### config.mk
export PLATFORM = sky130hd
export DESIGN_NAME = tape_out_shaper
export DESIGN_NICKNAME = d
export VERILOG_FILES = /design/src/rtl/tape_out_shaper_pkg.sv /design/src/rtl/tape_out_shaper_sat_add16.sv /design/src/rtl/tape_out_shaper.sv
export SDC_FILE = /design/constraint.sdc
export NUM_CORES = 1
export LEC_CHECK = 0
export CAP_MARGIN = 20
export CORE_MARGIN = 8
export CORE_UTILIZATION = 30
export CTS_CLUSTER_SIZE = 12
export DETAILED_ROUTE_END_ITERATION = 10
export PLACE_DENSITY = 0.57
export SYNTH_ARGS = -nofsm -noshare
export SYNTH_HDL_FRONTEND = slang
export SYNTH_SLANG_ARGS = --single-unit
export TNS_END_PERCENT = 1
### constraint.sdc
create_clock -name clk18 -period 9.32 [get_ports clk18]
set_clock_uncertainty 0.05 [all_clocks]
set_input_delay 1.864 -clock clk18 [delete_from_list [all_inputs] [get_ports clk18]]
set_output_delay 1.864 -clock clk18 [all_outputs]
set_load 0.01 [all_outputs]
### src/rtl/tape_out_shaper_pkg.sv
// Shared definitions for the tape-out audio path: FSM states, default
// constants, 16-bit saturation limits and the slew-limiting helper.
package tape_out_shaper_pkg;

  typedef enum logic [1:0] {
    ST_IDLE,
    ST_RAMP,
    ST_HOLD,
    ST_FADE
  } state_t;

  localparam logic [15:0] DEF_AMPL         = 16'd12000;
  localparam logic [15:0] DEF_RAMP_STEP    = 16'd3000;
  localparam logic [15:0] DEF_FADE_STEP    = 16'd500;
  localparam logic [15:0] DEF_IDLE_SAMPLES = 16'd4800;

  localparam logic signed [15:0] SAT16_MAX = 16'sh7FFF;
  localparam logic signed [15:0] SAT16_MIN = 16'sh8000;

  // Move cur toward tgt by at most step; lands exactly on tgt when within reach.
  function automatic logic signed [16:0] slew17(input logic signed [16:0] cur,
                                                input logic signed [16:0] tgt,
                                                input logic [15:0]        step);
    logic signed [17:0] diff;
    logic signed [17:0] stp;
    diff = {tgt[16], tgt} - {cur[16], cur};
    stp  = {2'b00, step};
    if ((diff <= stp) && (diff >= -stp)) begin
      slew17 = tgt;
    end else if (diff > 18'sd0) begin
      slew17 = cur + stp[16:0];
    end else begin
      slew17 = cur - stp[16:0];
    end
  endfunction

endpackage

### src/rtl/tape_out_shaper_sat_add16.sv
// Combinational 16+16 -> 16 saturating two's-complement adder.
module sat_add16
  import tape_out_shaper_pkg::*;
(
  input  logic [15:0] a,
  input  logic [15:0] b,
  output logic [15:0] y
);

  logic [16:0] sum;

  always_comb begin
    sum = {a[15], a} + {b[15], b};
    // Bits 16 and 15 disagree only when the true sum leaves the 16-bit range.
    if (sum[16] != sum[15]) begin
      y = sum[16] ? SAT16_MIN : SAT16_MAX;
    end else begin
      y = sum[15:0];
    end
  end

endmodule

### src/rtl/tape_out_shaper.sv
// Tape-out level to slew-limited, idle-fading audio sample, mixed with the
// sound sample and emitted once per LRCK period.
module tape_out_shaper
  import tape_out_shaper_pkg::*;
#(
  parameter logic [15:0] AMPL         = DEF_AMPL,
  parameter logic [15:0] RAMP_STEP    = DEF_RAMP_STEP,
  parameter logic [15:0] FADE_STEP    = DEF_FADE_STEP,
  parameter logic [15:0] IDLE_SAMPLES = DEF_IDLE_SAMPLES
) (
  input  logic        clk18,
  input  logic        reset_n,
  input  logic        tapeout,
  input  logic        lrck,
  input  logic [15:0] pulse_sample,
  output logic [15:0] sample_out,
  output logic        sample_stb,
  output logic        active
);

  logic               tape_s1_q, tape_s_q;
  logic               lrck_r1_q, lrck_r2_q;
  logic               tick, tick_q, stb_q;
  logic               tape_edge;
  logic               last_bit_q, last_bit_d;
  state_t             state_q, state_d;
  logic signed [16:0] level_q, level_d;
  logic signed [16:0] tgt, ramp_lvl, fade_lvl;
  logic [15:0]        idle_cnt_q, idle_cnt_d;
  logic [15:0]        sample_out_q, sample_out_d;
  logic [15:0]        mix;

  sat_add16 u_mix (
    .a (pulse_sample),
    .b (level_q[15:0]),
    .y (mix)
  );

  always_comb begin
    tick      = lrck_r1_q & ~lrck_r2_q;
    tape_edge = tick & (tape_s_q ^ last_bit_q);
    tgt       = tape_s_q ? $signed({1'b0, AMPL}) : -$signed({1'b0, AMPL});
    ramp_lvl  = slew17(level_q, tgt, RAMP_STEP);
    fade_lvl  = slew17(level_q, 17'sd0, FADE_STEP);

    last_bit_d   = last_bit_q;
    state_d      = state_q;
    level_d      = level_q;
    idle_cnt_d   = idle_cnt_q;
    sample_out_d = tick_q ? mix : sample_out_q;

    if (tick) begin
      last_bit_d = tape_s_q;
      if (tape_edge) begin
        idle_cnt_d = '0;
      end else if (((state_q == ST_RAMP) || (state_q == ST_HOLD)) && (idle_cnt_q != '1)) begin
        idle_cnt_d = idle_cnt_q + 16'd1;
      end

      // An edge from any state slews from the current level, so it also wins
      // over the idle-limit fade and never resets an in-flight ramp.
      if (tape_edge || (state_q == ST_RAMP)) begin
        level_d = ramp_lvl;
        state_d = (ramp_lvl == tgt) ? ST_HOLD : ST_RAMP;
      end else begin
        case (state_q)
          ST_HOLD: begin
            if (idle_cnt_q >= IDLE_SAMPLES) state_d = ST_FADE;
          end
          ST_FADE: begin
            level_d = fade_lvl;
            if (fade_lvl == 17'sd0) state_d = ST_IDLE;
          end
          default: level_d = '0;
        endcase
      end
    end
  end

  always_ff @(posedge clk18 or negedge reset_n) begin
    if (!reset_n) begin
      tape_s1_q    <= 1'b0;
      tape_s_q     <= 1'b0;
      lrck_r1_q    <= 1'b0;
      lrck_r2_q    <= 1'b0;
      tick_q       <= 1'b0;
      stb_q        <= 1'b0;
      last_bit_q   <= 1'b0;
      state_q      <= ST_IDLE;
      level_q      <= '0;
      idle_cnt_q   <= '0;
      sample_out_q <= '0;
    end else begin
      tape_s1_q    <= tapeout;
      tape_s_q     <= tape_s1_q;
      lrck_r1_q    <= lrck;
      lrck_r2_q    <= lrck_r1_q;
      tick_q       <= tick;
      stb_q        <= tick_q;
      last_bit_q   <= last_bit_d;
      state_q      <= state_d;
      level_q      <= level_d;
      idle_cnt_q   <= idle_cnt_d;
      sample_out_q <= sample_out_d;
    end
  end

  assign sample_out = sample_out_q;
  assign sample_stb = stb_q;
  assign active     = (state_q != ST_IDLE);

endmodule

==> results of run 1 <==
[critical path, delay by kind of cell (launching register included)]
| kind | cells | cell delay (ns) |
|---|---|---|
| AOI/OAI and AO/OA | 10 | 2.58 |
| adders and majority gates | 2 | 0.84 |
| muxes | 1 | 0.13 |
| and+or+nand+nor | 4 | 1.29 |
| DFF | 1 | 0.78 |
| xor gates and xnor gates | 1 | 0.18 |
| buffers and inverters | 2 | 0.68 |
[state kept, by name, summed over array words and instances (netlist names)]
signal / flops
tape_s1_q: 1
tape_s_q: 1
sample_stb: 1
state_q: 2
last_bit_q: 1
tick_q: 1
idle_cnt_q: 16
level_q: 17
lrck_r1_q: 1
lrck_r2_q: 1
sample_out: 16
[power groups by stage]
stage,Clock [W],Sequential [W],Combinational [W]
2_1_floorplan,0,0.000416,0.00184
3_3_place_gp,0,0.000502,0.00232
3_5_place_dp,0,0.000500,0.00231
4_1_cts,0.000383,0.000495,0.00233
5_1_grt,0.000392,0.000510,0.00260
6_report,0.000373,0.000494,0.00234
[layout make-up]
cell class                 count  area [sq um]
inverter                      43           161
clock buffer                   9           225
sequential                    58          1450
tap                          275           344
clock inverter                 7           103
timing repair buffer          44           418
multi-input combinational    637          4520
fill                        2150         13500
[routing by layer]
metal,up-vias,wire [microns]
met5,-,0
met4,0,405
met3,28,715
met2,131,8210
met1,2724,8410
li1,2941,-
[cells in the final DEF (no fill, tap or decap), types with 7 or more instances in the layout]
master	Yosys	routed
nor2_1	74	74
ha_1	60	60
dfrtp_1	58	58
a21oi_1	55	54
nand2_1	52	52
inv_1	43	43
clkdlybuf4s50_1	0	36
o21ai_0	32	32
xnor2_1	30	30
a31oi_1	25	25
nand3_1	23	23
xor2_1	20	20
o21a_1	18	18
nor3_1	18	18
a21o_1	17	17
nand4_1	15	15
a211oi_1	15	14
mux2i_1	14	14
nand2b_1	12	12
nor2b_1	12	12
or4_1	11	11
clkbuf_16	0	9
or3_1	8	8
a22oi_1	7	7
nor4_1	7	7
buf_4	3	7
[cells by family (layout without fill, tap and decap cells)]
| logic type | count (synthesis) | count (layout) |
|---|---|---|
| simple gates | 258 | 258 |
| compound gates | 245 | 245 |
| buf+inv | 74 | 103 |
| fa+ha+maj | 63 | 63 |
| flops | 58 | 58 |
| xor+xnor | 51 | 51 |
| mux | 20 | 20 |
[worst paths after layout]
path,depth (start not counted),slack (ns),to,from
max,20,2.67,state_q[1],tape_s_q
min,0,0.33,lrck_r2_q,lrck_r1_q
max reg2reg,20,2.67,state_q[1],tape_s_q
min reg2reg,0,0.33,lrck_r2_q,lrck_r1_q
max in group asynchronous,2,7.04,idle_cnt_q[1],reset_n
min in group asynchronous,2,1.65,sample_stb,reset_n
[per-stage QoR]
stage / hold slack [ns] / cell area [sq um] / total power (W)
global placement: 0.324 / 6890 / 0.00282
floorplan: 0.281 / 6280 / 0.00226
CTS: 0.335 / 7220 / 0.00320
global route: 0.351 / 7220 / 0.00350
finish: 0.331 / 7220 / 0.00320
detailed placement: 0.319 / 6890 / 0.00281
==> run metrics, run 1 <==
Mapped Area between 6000 and 7000 sq um; Detailed Place HPWL around 14000 microns; PortBufs 37; sequential power share 0.154; gr usage total 0.139; Post-synth top cells nor2_1, ha_1, dfrtp_1; ys async rst share 1.00; register area share after synthesis 0.231; Util after Layout 0.348; number of hold violations in the final report 0; maximum clock frequency roughly 0.15 GHz; Worst setup SP type register; Pint approximately 0.0016 W; area grow syn2layout 15.0%; CTS tree built; Final TNS setup 0 ns; clk_lat worst skew roughly 0.34 ns; crit-path max FO 21; Synth area leader dfrtp_1; Pwr per Cell Area 444 nW/um^2; H-tree depth 3; Syn Inst Count a little under 800; die footprint approximately 26000 sq um; clock-pin slew on the worst setup and hold paths ~0.060 ns; DIE WIDTH between 150 and 200 microns; # rows between 50 and 60; Synth area leaders dfrtp_1, ha_1, nor2_1, a21oi_1, xnor2_1; Inst Count DP ~1.1k; RSZ-0062 raised after global routing no; core area ~21000 sq um; M1 GR Usage 0.182; endpoints failing setup 0; gr ovfl total 0; relative slew slack 0.284; mux cell area share after synthesis 0.0331; fin crit share 0.713; pre-CTS WS around 2.8 ns; MaxCap Viol Count 0; sw frac 0.508; CTS Sinks 58; Data arrival, critical path about 6.8 ns; Comb power frac 0.729; FF+latch count, synth a little under 60; Crit Path Category reg2reg; Syn Area/Cell 8.16 sq um; routed via count 5824; xor and xnor area share after synthesis 0.0734; CTS resizes 0; Yosys cell types between 80 and 90; status complete, no violations; die height around 160 microns; Initial DRC Count ~350; Starting Density 0.302; crit path cell chain inv_1 -> ha_1 -> a21o_1 -> a2111oi_4 -> nor2_2 -> xor2_1 -> or4_1 -> o41a_1 -> inv_1 -> ha_1 -> o21a_1 -> o31a_1 -> o31a_1 -> o2111ai_1 -> and2_1 -> or3b_2 -> o211ai_1 -> mux2i_1 -> a21o_1 -> a31o_1; Clk pwr share 0.116; Crit path largest cell delay slightly below 0.8 ns; Pleak approximately 3.0 nW; net count after synthesis roughly 850; CP max-delay cell dfrtp_1; Synth top area share 0.231; DR DRC count 0; worst min path class reg2reg; GRT Max-Usage Layer met2; Routed Wire Length 17700 microns; top_reg_cell synth dfrtp_1; simple logic cell fraction of the synthesized area 0.211; largest family of logic cells by synthesized area compound AO/OA/AOI/OAI gates; Root Buffer clkbuf_16; drt wl/cell around 17 microns; most common cell in the netlist nor2_1; GR Layer Usage met3 0.0202; largest net degree at the start of global routing 59; vias in the first global route between 5k and 6k; Worst Path Required between 9 and 10 ns; initial antenna violation count 0; nets approximately 900; synthesized-area fraction occupied by adder cells 0.129; post-route insts no fill about 1.1k; CTS Buf Count 9; layout cells sized above 1 0.0589; M2 GR Usage 0.226; min Tclk post-route 6.65 ns; Antenna Cells 0; vias per cell around 5.4; Slew Limit Fails 0; Post-CTS Repair Setup Buffers 0; CP endpoint kind register; switching power ~0.0016 W; Max IR drop VDD ~0.16 mV; antenna viol nets, final 0; Slew @ Worst Pin 1.07 ns; final worst slack between 2 and 3 ns; global-route wire length before repair 29400 microns; buffer depth of the longest clock path 2; routability cong. between 0.8 and 0.9; Post-synth EDFFs 0; # IOs 38; YS warnings 0; Pre-antenna DRT Iters 5; Synth Area in Compound Gates 0.272; post-cts hold buffer count 0
No activity file was read; power rests on OpenSTA's default activity.
==> inputs of run 2 (changes only) <==
- PLACE_DENSITY: 0.57 -> 0.59
- clock period: 9.32 -> 5.4 ns (I/O delays scaled with it)
==> run 2 against run 1 <==
Effect of this change: sequential power grew 44%; combinational power grew 120%; clock power grew 84%; first-iteration DRC count shrank 17%; final cell count grew 7.5%; sequential share of layout area shrank 2.3 points; setup slack lost 2.6 ns; critical path depth grew 1; power grew 100%; critical path type unchanged; critical endpoint unchanged; largest power group unchanged.
==> run metrics, run 2 (synthesized netlist as in run 1, its figures left out) <==
status complete, no violations; Pleak 3.48 nW; Setup crit end state_q[1]; Biggest register level_q; reg2reg end state_q[1]; crit path cell chain buf_6 -> ha_1 -> a21o_1 -> a211o_1 -> mux2_2 -> o211ai_1 -> o2111ai_2 -> o41a_1 -> buf_6 -> inv_2 -> fa_2 -> nor2b_4 -> o31a_1 -> o31a_1 -> o2111ai_2 -> and2_4 -> or3b_4 -> o211ai_1 -> mux2i_1 -> a21o_1 -> a31o_1; clk_lat worst skew between 0.3 and 0.4 ns; vias in the first global route 5832; number of flip-flops in the largest register 17; most frequent cells in the layout buf_4, nor2_1, dfrtp_1, nand2_1, ha_1; largest net degree at the start of global routing slightly below 60; flop-to-flop setup slack 0.11 ns; die footprint around 26000 sq um; placed cell area between 7000 and 8000 sq um; gr usage total 0.144; Starting Density 0.302; PortBufs 37; Root Buffer clkbuf_16; CP max-delay cell o41a_1; Total Power 0.00653 W; Worst setup SP type register; die height roughly 160 microns; reg2reg path depth 21; RSZ-0062 raised after global routing yes; Max IR drop VDD slightly below 0.3 mV; MaxCap Viol Count 0; Detailed Place HPWL approximately 15000 microns; routed via count approximately 6.2k; layout cells sized above 1 0.203; worst setup path start tape_s_q; worst min path class reg2reg; drt wl/cell 16.7 microns; buffer depth of the longest clock path 2; CTS Buf Count 9; Util after Layout 0.394; relative slew slack 0.302; CTS Sinks 58; Data arrival, critical path 5.48 ns; Routed Wire Length just under 20000 microns; Slew @ Worst Pin 1.05 ns; most common cell after layout, fill and taps aside buf_4; # rows 53; # IOs 38; Initial DRC Count 291; CP endpoint kind register; gr ovfl total 0; delay-heaviest family, CP compound AO/OA/AOI/OAI gates; maximum clock frequency approximately 0.19 GHz; Slew Limit Fails 0; DIE WIDTH about 160 microns; antenna viol nets, final 0; post-cts hold buffer count 0; fin crit share 0.981; worst hold margin roughly 0.31 ns; crit-path max FO 5; H-tree depth 3; Design Area, Final 8170 sq um; Pwr per Cell Area 799 nW/um^2; min Tclk post-route between 5 and 6 ns; number of hold violations in the final report 0; DR DRC count 0; Crit Path Category reg2reg; core area between 20000 and 25000 sq um; vias per cell approximately 5.4; Pre-antenna DRT Iters 5; global-route wire length before repair ~30000 microns; r2r startpoint tape_s_q; Worst Path Required 5.58 ns; initial antenna violation count 0; clock-pin slew on the worst setup and hold paths 0.05 ns; Antenna Cells 0; endpoints failing setup 0; worst path bufs/invs 3; Crit path largest cell delay roughly 0.5 ns; nets 957; CTS tree built; routability cong. between 0.8 and 0.9; area grow syn2layout 30.2%; critical path depth 21
## run 2: cell types whose count changed in the layout (fill, tap and decap cells not counted), moves of 4 or more
cell     before  now
ha_1         60   50
buf_4         7   86
o21ai_0      32   28
dfrtp_1      58   53
ha_4          0    9
a21oi_2       1    6
dfrtp_2       0    5
o21ai_1       1    5
inv_2         0    6
a21oi_1      54   49
inv_1        43   36
## run 2: area by class of cell
type	count	area [sq um]
clock buffer	9	225
clock inverter	7	125
fill	2096	12600
inverter	43	164
multi-input combinational	637	4820
sequential	58	1460
tap	275	344
timing repair buffer	125	1030
## run 2: repair_timing
item	in CTS	in global routing
endpoints found under the setup margin	2	3
setup buffers	1	13
pin swaps	1	31
gates resized for setup	2	62
endpoints found under the hold margin	0	0
## run 2: per-layer routing
| metal | share of wire | vias to the layer above | global-route usage | routed length [microns] |
|---|---|---|---|---|
| met1 | 0.44 | 2966 | 0.186 | 8480 |
| met5 | 0 | - | 0 | 0 |
| met2 | 0.50 | 150 | 0.244 | 9520 |
| li1 | - | 3098 | - | - |
| met4 | 0.018 | 0 | 0.0404 | 345 |
| met3 | 0.045 | 28 | 0.0225 | 869 |
## run 2: where the power goes
part	internal (W)	switching, W
registers	0.000570	0.000143
logic	0.00239	0.00274
clock network	0.000454	0.000231
## run 2: worst min-delay path by stage
stage                    from   endpoint  slack (ns)  cells after the start
floorplan           tape_s1_q   tape_s_q        0.28                      0
global placement    lrck_r1_q  lrck_r2_q        0.31                      0
detailed placement  tape_s1_q   tape_s_q        0.29                      0
CTS                 tape_s1_q   tape_s_q        0.32                      0
global route        tape_s1_q   tape_s_q        0.34                      0
finish              tape_s1_q   tape_s_q        0.31                      0
## run 2: metrics by stage
stage / setup slack, ns / setup TNS [ns] / cells
2_1_floorplan: 0.0196 / 0 / 769
5_1_grt: -0.0941 / -0.179 / 1154
4_1_cts: 0.00434 / 0 / 1141
3_3_place_gp: 0.123 / 0 / 1124
6_report: 0.105 / 0 / 1154
3_5_place_dp: -0.0143 / -0.0143 / 1124
==> inputs of run 3 (changes only) <==
- CTS_CLUSTER_DIAMETER: not set -> 60
- PLACE_DENSITY: 0.59 -> 0.51
==> run 3 against run 2 <==
Effect of this change: critical path depth down 2; hold slack better by 0.020 ns; largest cell class unchanged; highest routed layer unchanged; via count down 4.3%.
==> run metrics, run 3 (synthesized netlist as in run 1, its figures left out) <==
sequential power share 0.116; CTS Sinks just under 60; Antenna Cells 0; nets roughly 940; Clk pwr share 0.101; endpoints failing setup 0; Worst setup SP type register; post-route insts no fill about 1.1k; hold path startpoint tape_s1_q; crit-path max FO 7; number of flip-flops in the largest register 17; most frequent cells in the layout nor2_1, buf_4, dfrtp_1, ha_1, nand2_1; buffer depth of the longest clock path 2; PortBufs 37; status complete, no violations; Crit Path Category reg2reg; RSZ-0062 raised after global routing yes; Pre-antenna DRT Iters 5; largest net degree at the start of global routing 59; Final TNS setup 0 ns; vias per cell 5.27; clk_lat worst skew 0.34 ns; switching power around 0.003 W; routed via count roughly 6.0k; CP endpoint kind register; r2r startpoint tape_s_q; Util after Layout 0.377; maximum clock frequency around 0.19 GHz; worst hold margin 0.332 ns; DR DRC count 0; gr ovfl total 0; Slew Limit Fails 0; Initial DRC Count 334; number of hold violations in the final report 0; Root Buffer clkbuf_16; Pleak ~3.3 nW; antenna viol nets, final 0; drt wl/cell between 15 and 20 microns; reg2reg path depth 19; sw frac 0.486; worst setup path start tape_s_q; Data arrival, critical path 5.49 ns; most common cell after layout, fill and taps aside nor2_1; DIE WIDTH 161 microns; routability cong. 0.826; fin crit share 0.983; Pint 0.00315 W; H-tree depth 3; reg2reg end state_q[1]; Comb power frac 0.784; relative slew slack 0.297; vias in the first global route 5657; Worst Path Required 5.58 ns; # IOs 38; flop-to-flop setup slack ~0.091 ns; Total Power ~0.006 W; die height 161 microns; Hold Crit Depth 0; min Tclk post-route roughly 5.3 ns; CTS tree built; initial antenna violation count 0; gr usage total 0.146; Pwr per Cell Area roughly 780 nW/um^2; die footprint roughly 26000 sq um; post-cts hold buffer count 0; clock-pin slew on the worst setup and hold paths ~0.060 ns; area grow syn2layout 24.6%; Max IR drop VDD 0.307 mV; hold path endpoint tape_s_q; worst min path class reg2reg; Biggest register level_q; Inst Count DP approximately 1.1k; CTS Buf Count 9; MaxCap Viol Count 0; Starting Density 0.302; layout cells sized above 1 0.151; global-route wire length before repair just over 30000 microns; # rows 53; Slew @ Worst Pin between 1 and 1.5 ns; Routed Wire Length ~19000 microns; core area slightly above 20000 sq um; Detailed Place HPWL roughly 15000 microns
[run 3: cell types whose count changed in the layout (fill, tap and decap cells not counted), sizes merged]
cell      change
buf          -19
bufinv        -1
clkinv        +1
clkinvlp      +2
inv           -2
[run 3: worst max-delay path by stage]
stage               slack, ns    endpoint
finish                   0.09  state_q[1]
detailed placement     -0.004  state_q[1]
global placement         0.03  state_q[1]
CTS                     0.009  state_q[1]
floorplan                0.02  state_q[1]
global route            -0.17  state_q[1]
[run 3: cell type report]
| type | instances | area (sq um) |
|---|---|---|
| repair buffers | 106 | 896 |
| well taps | 275 | 344 |
| clock buffers | 9 | 225 |
| multi-input cells | 637 | 4640 |
| fillers | 2119 | 12900 |
| flip-flops and latches | 58 | 1450 |
| clock inverters | 7 | 93.8 |
| inverters | 43 | 166 |
[run 3: timing repair]
| action | CTS | global route |
|---|---|---|
| setup buffers | 0 | 4 |
| gates resized for setup | 2 | 21 |
| pin swaps | 0 | 8 |
| setup endpoints to repair | 1 | 3 |
[run 3: critical path: stages (launching register included)]
cell and delay, ns:
dfrtp_2 0.48, clkinv_4 0.13, ha_4 0.25, a21o_1 0.17, a2111oi_4 0.31, nor2_2 0.08, xor2_1 0.17, or4_1 0.53
o41a_1 0.52, ha_1 0.33, nor2b_1 0.15, o31a_1 0.26, o31a_1 0.27, o2111ai_1 0.17, and2_1 0.16, or3b_2 0.44
o211ai_1 0.16, mux2i_1 0.14, a21o_1 0.20, a31o_1 0.22
[run 3: power groups by stage]
stage / logic, W / registers [W] / clock network, W
final: 0.00480 / 0.000709 / 0.000617
after global routing: 0.00530 / 0.000728 / 0.000651
after CTS: 0.00469 / 0.000708 / 0.000633
after detailed placement: 0.00466 / 0.000710 / 0
after global placement: 0.00471 / 0.000716 / 0
after floorplan: 0.00319 / 0.000718 / 0
[run 3: routing by layer]
layer | track usage | up-vias | share of wire
li1 | - | 3055 | -
met1 | 0.200 | 2789 | 0.49
met2 | 0.230 | 115 | 0.45
met3 | 0.0274 | 17 | 0.040
met4 | 0.0433 | 0 | 0.016
met5 | 0 | - | 0
[run 3: metrics by stage]
stage / worst slack [ns] / cell area, sq um
4_1_cts: 0.00888 / 7690
3_5_place_dp: -0.00373 / 7370
3_3_place_gp: 0.0336 / 7370
5_1_grt: -0.169 / 7820
2_1_floorplan: 0.0196 / 6300
6_report: 0.0907 / 7820
